**config.mk**
```make
export PLATFORM = sky130hd
export DESIGN_NAME = stream_interface
export DESIGN_NICKNAME = d
export VERILOG_FILES = /design/src/rtl/stream_interface_pkg.sv /design/src/rtl/stream_interface_fifo.sv /design/src/rtl/stream_interface.sv
export SDC_FILE = /design/constraint.sdc
export NUM_CORES = 1
export LEC_CHECK = 0
export CORE_ASPECT_RATIO = 1.1
export CORE_MARGIN = 4
export CORE_UTILIZATION = 24
export CTS_CLUSTER_DIAMETER = 100
export DETAILED_ROUTE_END_ITERATION = 10
export PLACE_DENSITY = 0.36
export SLEW_MARGIN = 10
export SYNTH_ARGS = -nofsm -noshare
export SYNTH_HDL_FRONTEND = slang
export SYNTH_HIERARCHICAL = 1
export SYNTH_SLANG_ARGS = --single-unit
```
**constraint.sdc**
```tcl
create_clock -name clk -period 13.9 [get_ports clk]
set_input_delay 2.085 -clock clk [delete_from_list [all_inputs] [get_ports clk]]
set_output_delay 2.085 -clock clk [all_outputs]
set_load 0.05 [all_outputs]
```
**src/rtl/stream_interface_pkg.sv**
```systemverilog
// Shared definitions for the host-side stream framing block.
// Holds the frame-parser state encoding and the opcode constants that the
// controller core also decodes.
package stream_interface_pkg;

  typedef enum logic [2:0] {
    S_COUNT  = 3'd0,
    S_EXPLEN = 3'd1,
    S_OPCODE = 3'd2,
    S_DATA   = 3'd3,
    S_DRAIN  = 3'd4
  } state_e;

  localparam logic [3:0] OP_LOAD   = 4'd2;
  localparam logic [3:0] OP_STREAM = 4'd3;

endpackage

```
**src/rtl/stream_interface_fifo.sv**
```systemverilog
// Synchronous first-word-fall-through FIFO for controller results.
// Ports:
//   clk, clear          : clock, synchronous active-high reset
//   push_i, push_data_i : write request and data
//   pop_i, pop_data_o   : read request, head-of-queue data (valid when !empty_o)
//   full_o, empty_o     : occupancy flags
// DEPTH must be a power of two so the pointers wrap naturally.
module stream_interface_fifo #(
  parameter int DATA_W = 32,
  parameter int DEPTH  = 16
) (
  input  logic              clk,
  input  logic              clear,
  input  logic              push_i,
  input  logic [DATA_W-1:0] push_data_i,
  input  logic              pop_i,
  output logic [DATA_W-1:0] pop_data_o,
  output logic              full_o,
  output logic              empty_o
);

  localparam int AW = $clog2(DEPTH);
  localparam logic [AW:0] FULL_CNT = (AW+1)'(DEPTH);

  logic [DATA_W-1:0] mem_q [DEPTH];
  logic [AW-1:0]     wr_ptr_q;
  logic [AW-1:0]     rd_ptr_q;
  logic [AW:0]       count_q;
  logic              do_push;
  logic              do_pop;

  assign full_o     = (count_q == FULL_CNT);
  assign empty_o    = (count_q == '0);
  assign do_pop     = pop_i && !empty_o;
  // A pop in the same cycle frees the slot, so a full FIFO can still accept.
  assign do_push    = push_i && (!full_o || do_pop);
  assign pop_data_o = mem_q[rd_ptr_q];

  always_ff @(posedge clk) begin
    if (do_push) begin
      mem_q[wr_ptr_q] <= push_data_i;
    end
  end

  always_ff @(posedge clk) begin
    if (clear) begin
      wr_ptr_q <= '0;
      rd_ptr_q <= '0;
      count_q  <= '0;
    end else begin
      if (do_push) wr_ptr_q <= wr_ptr_q + 1'b1;
      if (do_pop)  rd_ptr_q <= rd_ptr_q + 1'b1;
      case ({do_push, do_pop})
        2'b10:   count_q <= count_q + 1'b1;
        2'b01:   count_q <= count_q - 1'b1;
        default: count_q <= count_q;
      endcase
    end
  end

endmodule

```
**src/rtl/stream_interface.sv**
```systemverilog
// Host-side framing block between the host bus and the controller core.
// Parses frames of {op count, expected output length, opcode, data words},
// forwards data words to the controller and buffers results for the host.
// Ports:
//   clk, clear                          : clock, synchronous active-high reset
//   in_data/in_valid/in_ready           : host input stream
//   cmd_op/cmd_data/cmd_valid/cmd_ready : command stream to controller
//   res_data/res_valid/res_ready        : result stream from controller
//   out_data/out_valid/out_ready        : host output stream (FIFO head)
//   out_count/out_count_valid           : expected output length of the frame
//   busy                                : frame in progress (not in S_COUNT)
//   err_overflow                        : sticky, result beyond expected count
//
// state    | meaning
// S_COUNT  | idle, waiting for the operation-count word
// S_EXPLEN | waiting for the expected-output-length word
// S_OPCODE | waiting for the opcode word
// S_DATA   | data words pass straight through to the controller
// S_DRAIN  | input closed until all expected results have left the FIFO
module stream_interface
  import stream_interface_pkg::*;
#(
  parameter int DATA_W    = 32,
  parameter int OP_W      = 4,
  parameter int CNT_W     = 16,
  parameter int OUT_DEPTH = 16
) (
  input  logic              clk,
  input  logic              clear,
  input  logic [DATA_W-1:0] in_data,
  input  logic              in_valid,
  output logic              in_ready,
  output logic [OP_W-1:0]   cmd_op,
  output logic [DATA_W-1:0] cmd_data,
  output logic              cmd_valid,
  input  logic              cmd_ready,
  input  logic [DATA_W-1:0] res_data,
  input  logic              res_valid,
  output logic              res_ready,
  output logic [DATA_W-1:0] out_data,
  output logic              out_valid,
  input  logic              out_ready,
  output logic [CNT_W-1:0]  out_count,
  output logic              out_count_valid,
  output logic              busy,
  output logic              err_overflow
);

  state_e           state_q, state_d;
  logic [CNT_W-1:0] ops_left_q, ops_left_d;
  logic [CNT_W-1:0] exp_left_q, exp_left_d;
  logic [CNT_W-1:0] out_count_q, out_count_d;
  logic [OP_W-1:0]  cur_op_q, cur_op_d;
  logic             ocv_q, ocv_d;
  logic             err_q, err_d;

  logic             in_fire;
  logic             res_fire;
  logic             fifo_full;
  logic             fifo_empty;

  assign in_fire  = in_valid && in_ready;
  assign res_fire = res_valid && res_ready && !clear;

  // State register
  always_ff @(posedge clk) begin
    if (clear) state_q <= S_COUNT;
    else       state_q <= state_d;
  end

  // Next state
  always_comb begin
    state_d = state_q;
    case (state_q)
      S_COUNT:  if (in_fire) state_d = S_EXPLEN;
      S_EXPLEN: if (in_fire) state_d = S_OPCODE;
      S_OPCODE: if (in_fire) state_d = (ops_left_q != '0) ? S_DATA : S_DRAIN;
      S_DATA:   if (in_fire && ops_left_q == CNT_W'(1)) state_d = S_DRAIN;
      S_DRAIN:  if (exp_left_q == '0 && fifo_empty) state_d = S_COUNT;
      default:  state_d = S_COUNT;
    endcase
  end

  // Outputs; clear gates the handshakes so an abort issues nothing further.
  always_comb begin
    in_ready  = 1'b0;
    cmd_valid = 1'b0;
    busy      = (state_q != S_COUNT);
    if (!clear) begin
      case (state_q)
        S_COUNT, S_EXPLEN, S_OPCODE: in_ready = 1'b1;
        S_DATA: begin
          in_ready  = cmd_ready;
          cmd_valid = in_valid;
        end
        default: in_ready = 1'b0;
      endcase
    end
  end

  assign cmd_op          = cur_op_q;
  assign cmd_data        = in_data;
  assign res_ready       = !fifo_full;
  assign out_valid       = !fifo_empty;
  assign out_count       = out_count_q;
  assign out_count_valid = ocv_q;
  assign err_overflow    = err_q;

  // Frame counters
  always_comb begin
    ops_left_d  = ops_left_q;
    exp_left_d  = exp_left_q;
    out_count_d = out_count_q;
    cur_op_d    = cur_op_q;
    ocv_d       = 1'b0;
    err_d       = err_q;
    if (res_fire) begin
      if (exp_left_q == '0) err_d      = 1'b1;
      else                  exp_left_d = exp_left_q - 1'b1;
    end
    if (in_fire) begin
      case (state_q)
        S_COUNT:  ops_left_d = in_data[CNT_W-1:0];
        S_EXPLEN: begin
          exp_left_d  = in_data[CNT_W-1:0];
          out_count_d = in_data[CNT_W-1:0];
          ocv_d       = 1'b1;
        end
        S_OPCODE: cur_op_d   = in_data[OP_W-1:0];
        S_DATA:   ops_left_d = ops_left_q - 1'b1;
        default:  ;
      endcase
    end
  end

  always_ff @(posedge clk) begin
    if (clear) begin
      ops_left_q  <= '0;
      exp_left_q  <= '0;
      out_count_q <= '0;
      cur_op_q    <= '0;
      ocv_q       <= 1'b0;
      err_q       <= 1'b0;
    end else begin
      ops_left_q  <= ops_left_d;
      exp_left_q  <= exp_left_d;
      out_count_q <= out_count_d;
      cur_op_q    <= cur_op_d;
      ocv_q       <= ocv_d;
      err_q       <= err_d;
    end
  end

  stream_interface_fifo #(
    .DATA_W (DATA_W),
    .DEPTH  (OUT_DEPTH)
  ) u_fifo (
    .clk         (clk),
    .clear       (clear),
    .push_i      (res_fire),
    .push_data_i (res_data),
    .pop_i       (out_ready),
    .pop_data_o  (out_data),
    .full_o      (fifo_full),
    .empty_o     (fifo_empty)
  );

endmodule

```
==> run summary <==
Status: completed
Slew HR: 34.8%
DP HPWL: 34000 microns
RSZ-0062 raised after global routing: no
Cells after Synth: 1306
Die W: 305 microns
WL/cell: 23.6 microns
Die area: 102000 sq um
Fin nets: 1520
CP Max Fanout: 68
Synth unique cells: 77
Antenna-violating nets left: 0
Pre-CTS setup slack: 7.59 ns
P_sw: 1.53 mW
Clock latency on the worst-skew pair: 0.61 ns
Fill count: 9579
Post-synth top cells: edfxtp_1 (512), mux4_2 (128), nand2_1 (82), dfxtp_1 (74), a22oi_1 (68)
Setup TNS: 0 ns
1st-iter DRT viols: 695
H-tree levels: 3
Most frequent cell after synthesis: edfxtp_1
Clock root buffer: clkbuf_16
Vias/cell: 4.54
Critical path's largest stage delay: 0.87 ns
Max Fclk: 0.159 GHz
Postcts setup bufs: 0
WP data arrival: 4.19 ns
CP Cell Sequence: buf_2 -> buf_4 -> nor3b_2 -> nor2b_1 -> clkdlybuf4s50_1
Post-Syn Nets: 1389
Sequential power share: 40.5%
Final Skew: 0.0269 ns
Overflow after GRT: 0
Chip height: 335 microns
Vias in the first global route: 13.7k
Total GRT Usage: 12.7%
Top_reg_cell synth: edfxtp_1
Final GP Congestion: 0.710
Crit path required time: 11.81 ns
Routed vias: 12.6k
Nature of the critical path endpoint: output pin
First-pass GRT wire length: 95000 microns
Gate power share: 24.4%
Final Hold Viols: 0
Cell internal pwr: 3.53 mW
Setup-failing EPs final: 0
WS Path Type: in2out
P_leak: 8.76 nW
Register area share after synthesis: 72.2%
Number of synthesized flops with an enable pin: 512
Clock Power Share: 35.1%
Power density cells: 179 nW/um^2
Syn_area_per_cell: 17.9 sq um
Max-slew violations: 0
Largest net degree at the start of global routing: 106
Ratio of cells with drive above 1 in the final layout: 20.1%
Effective utilization at floorplan: 24.3%
Period Utilization, post-route: 45.1%
Site Rows: 119
Worst path slowest cell: clkdlybuf4s50_1
Pre-Repair DR Iteration Count: 4
Post-synth top area cell: edfxtp_1
IO Count: 161
Num CTS Buffers: 72
Port bufs: 128
Final WL: 65300 microns
Synth top area cells: edfxtp_1 (66%), mux4_2 (12%), dfxtp_1 (6.3%), a22oi_1 (2.2%), nand2_1 (1.3%)
Synthesis-to-finish area growth: 21.0%
FF+latch count, synth: 586
Synth Warn #: 6
Post-synth ARST share: 0%
MaxCap Viol Count: 0
Post-Syn Area: 23300 sq um
CTS clk-pin slew, worst paths: 0.06 ns
CTS tree: yes
Hold bufs inserted after CTS: 0
Core area: 96200 sq um
Initial antenna violation count: 4
Switching Share: 30.2%
Resized Gates After CTS: 0
Fin crit period: 6.27 ns
Clock buffer depth: 3
Worst-Margin Slew: 0.977 ns
Startpoint types: input pin
Hold Path Class: reg2reg
Final setup margin: 7.63 ns
Final routed DRC violation total: 0
Worst vdd ir: 139 uV
Yosys top cell area share: 65.9%
Clk sinks: 586
[stage by stage]
step	hold slack, ns	util (%)	area, sq um	std cells	power, mW
after floorplan	0.462	-	23300	1306	3.00
after global placement	0.448	27.0	26000	2632	3.35
after detailed placement	0.450	27.0	26000	2632	3.35
after CTS	0.461	29.4	28200	2762	5.16
after global routing	0.480	29.4	28200	2763	5.32
final	0.458	29.4	28300	2765	5.06
[critical path, delay by kind of cell]
family                 cells  cell delay [ns]
buffers and inverters      3             1.29
and+or+nand+nor            2             0.80
[worst paths after layout]
| path | startpoint | end | slack, ns | depth (start not counted) |
|---|---|---|---|---|
| max | clear | cmd_valid | 7.63 | 5 |
| min | out_count[5]$_SDFFE_PP0P_ | out_count[5]$_SDFFE_PP0P_ | 0.46 | 2 |
| max reg2reg | u_fifo/count_q[0]$_SDFFE_PP0P_ | u_fifo/count_q[4]$_SDFFE_PP0P_ | 10.19 | 11 |
| min reg2reg | out_count[5]$_SDFFE_PP0P_ | out_count[5]$_SDFFE_PP0P_ | 0.46 | 2 |
[layout make-up]
cell class / instances / area [sq um] / area share, %
clock inverters: 32 / 282 / 0.996
clock buffers: 98 / 1940 / 6.87
well taps: 1270 / 1590 / 5.62
diodes: 2 / 5.00 / 0.0177
multi-input cells: 594 / 5950 / 21.1
repair buffers: 160 / 1540 / 5.44
flip-flops and latches: 586 / 16900 / 59.7
inverters: 23 / 86.3 / 0.306
[registers in the layout, indices dropped and copies added (netlist names), named ones only]
signal,count
state_q,3
exp_left_q,16
u_fifo/mem_q,512
u_fifo/rd_ptr_q,4
out_count_valid,1
err_overflow,1
u_fifo/wr_ptr_q,4
out_count,16
u_fifo/count_q,5
cmd_op,4
ops_left_q,16
[metal layers]
| layer | track usage [%] | share of wire (%) | up-vias |
|---|---|---|---|
| li1 | - | - | 5503 |
| met5 | 0 | 0.038 | - |
| met1 | 16.4 | 44 | 6642 |
| met3 | 3.12 | 5.4 | 91 |
| met2 | 21.0 | 49 | 323 |
| met4 | 3.93 | 2.3 | 4 |
[cell usage in the layout (no fill, tap or decap), drive strengths merged, types with 8 or more instances in the layout]
cell	Yosys	layout
nor4	12	12
buf	54	33
a21oi	35	35
inv	23	27
ha	12	12
a22oi	68	68
nand2	84	84
clkbuf	49	98
nand3	15	15
o21a	9	9
a211oi	14	14
and2	8	8
o21ai	27	27
nor3	19	19
dfxtp	74	74
clkinv	0	25
edfxtp	512	512
xnor2	14	14
clkdlybuf4s50	0	127
mux4	128	128
nor2	56	56
[logic make-up (layout without fill, tap and decap cells)]
kind of cell	Yosys count	count (layout)	share of synthesized area, %
DFF	586	586	72.2
and+or+nand+nor	238	238	5.21
AOI/OAI and AO/OA	190	190	5.84
muxes	135	135	12.7
buffers and inverters	126	313	2.67
xor gates and xnor gates	18	18	0.675
adders and majority gates	13	13	0.729
other	0	2	0
[power groups by stage]
stage	clock [mW]	sequential (mW)	combinational, mW
global placement	0	2.09	1.26
CTS	1.84	2.05	1.27
detailed placement	0	2.09	1.26
floorplan	0	2.05	0.948
finish	1.77	2.05	1.23
global route	1.92	2.06	1.34
Note: power is estimated with default switching activity, not from simulation.
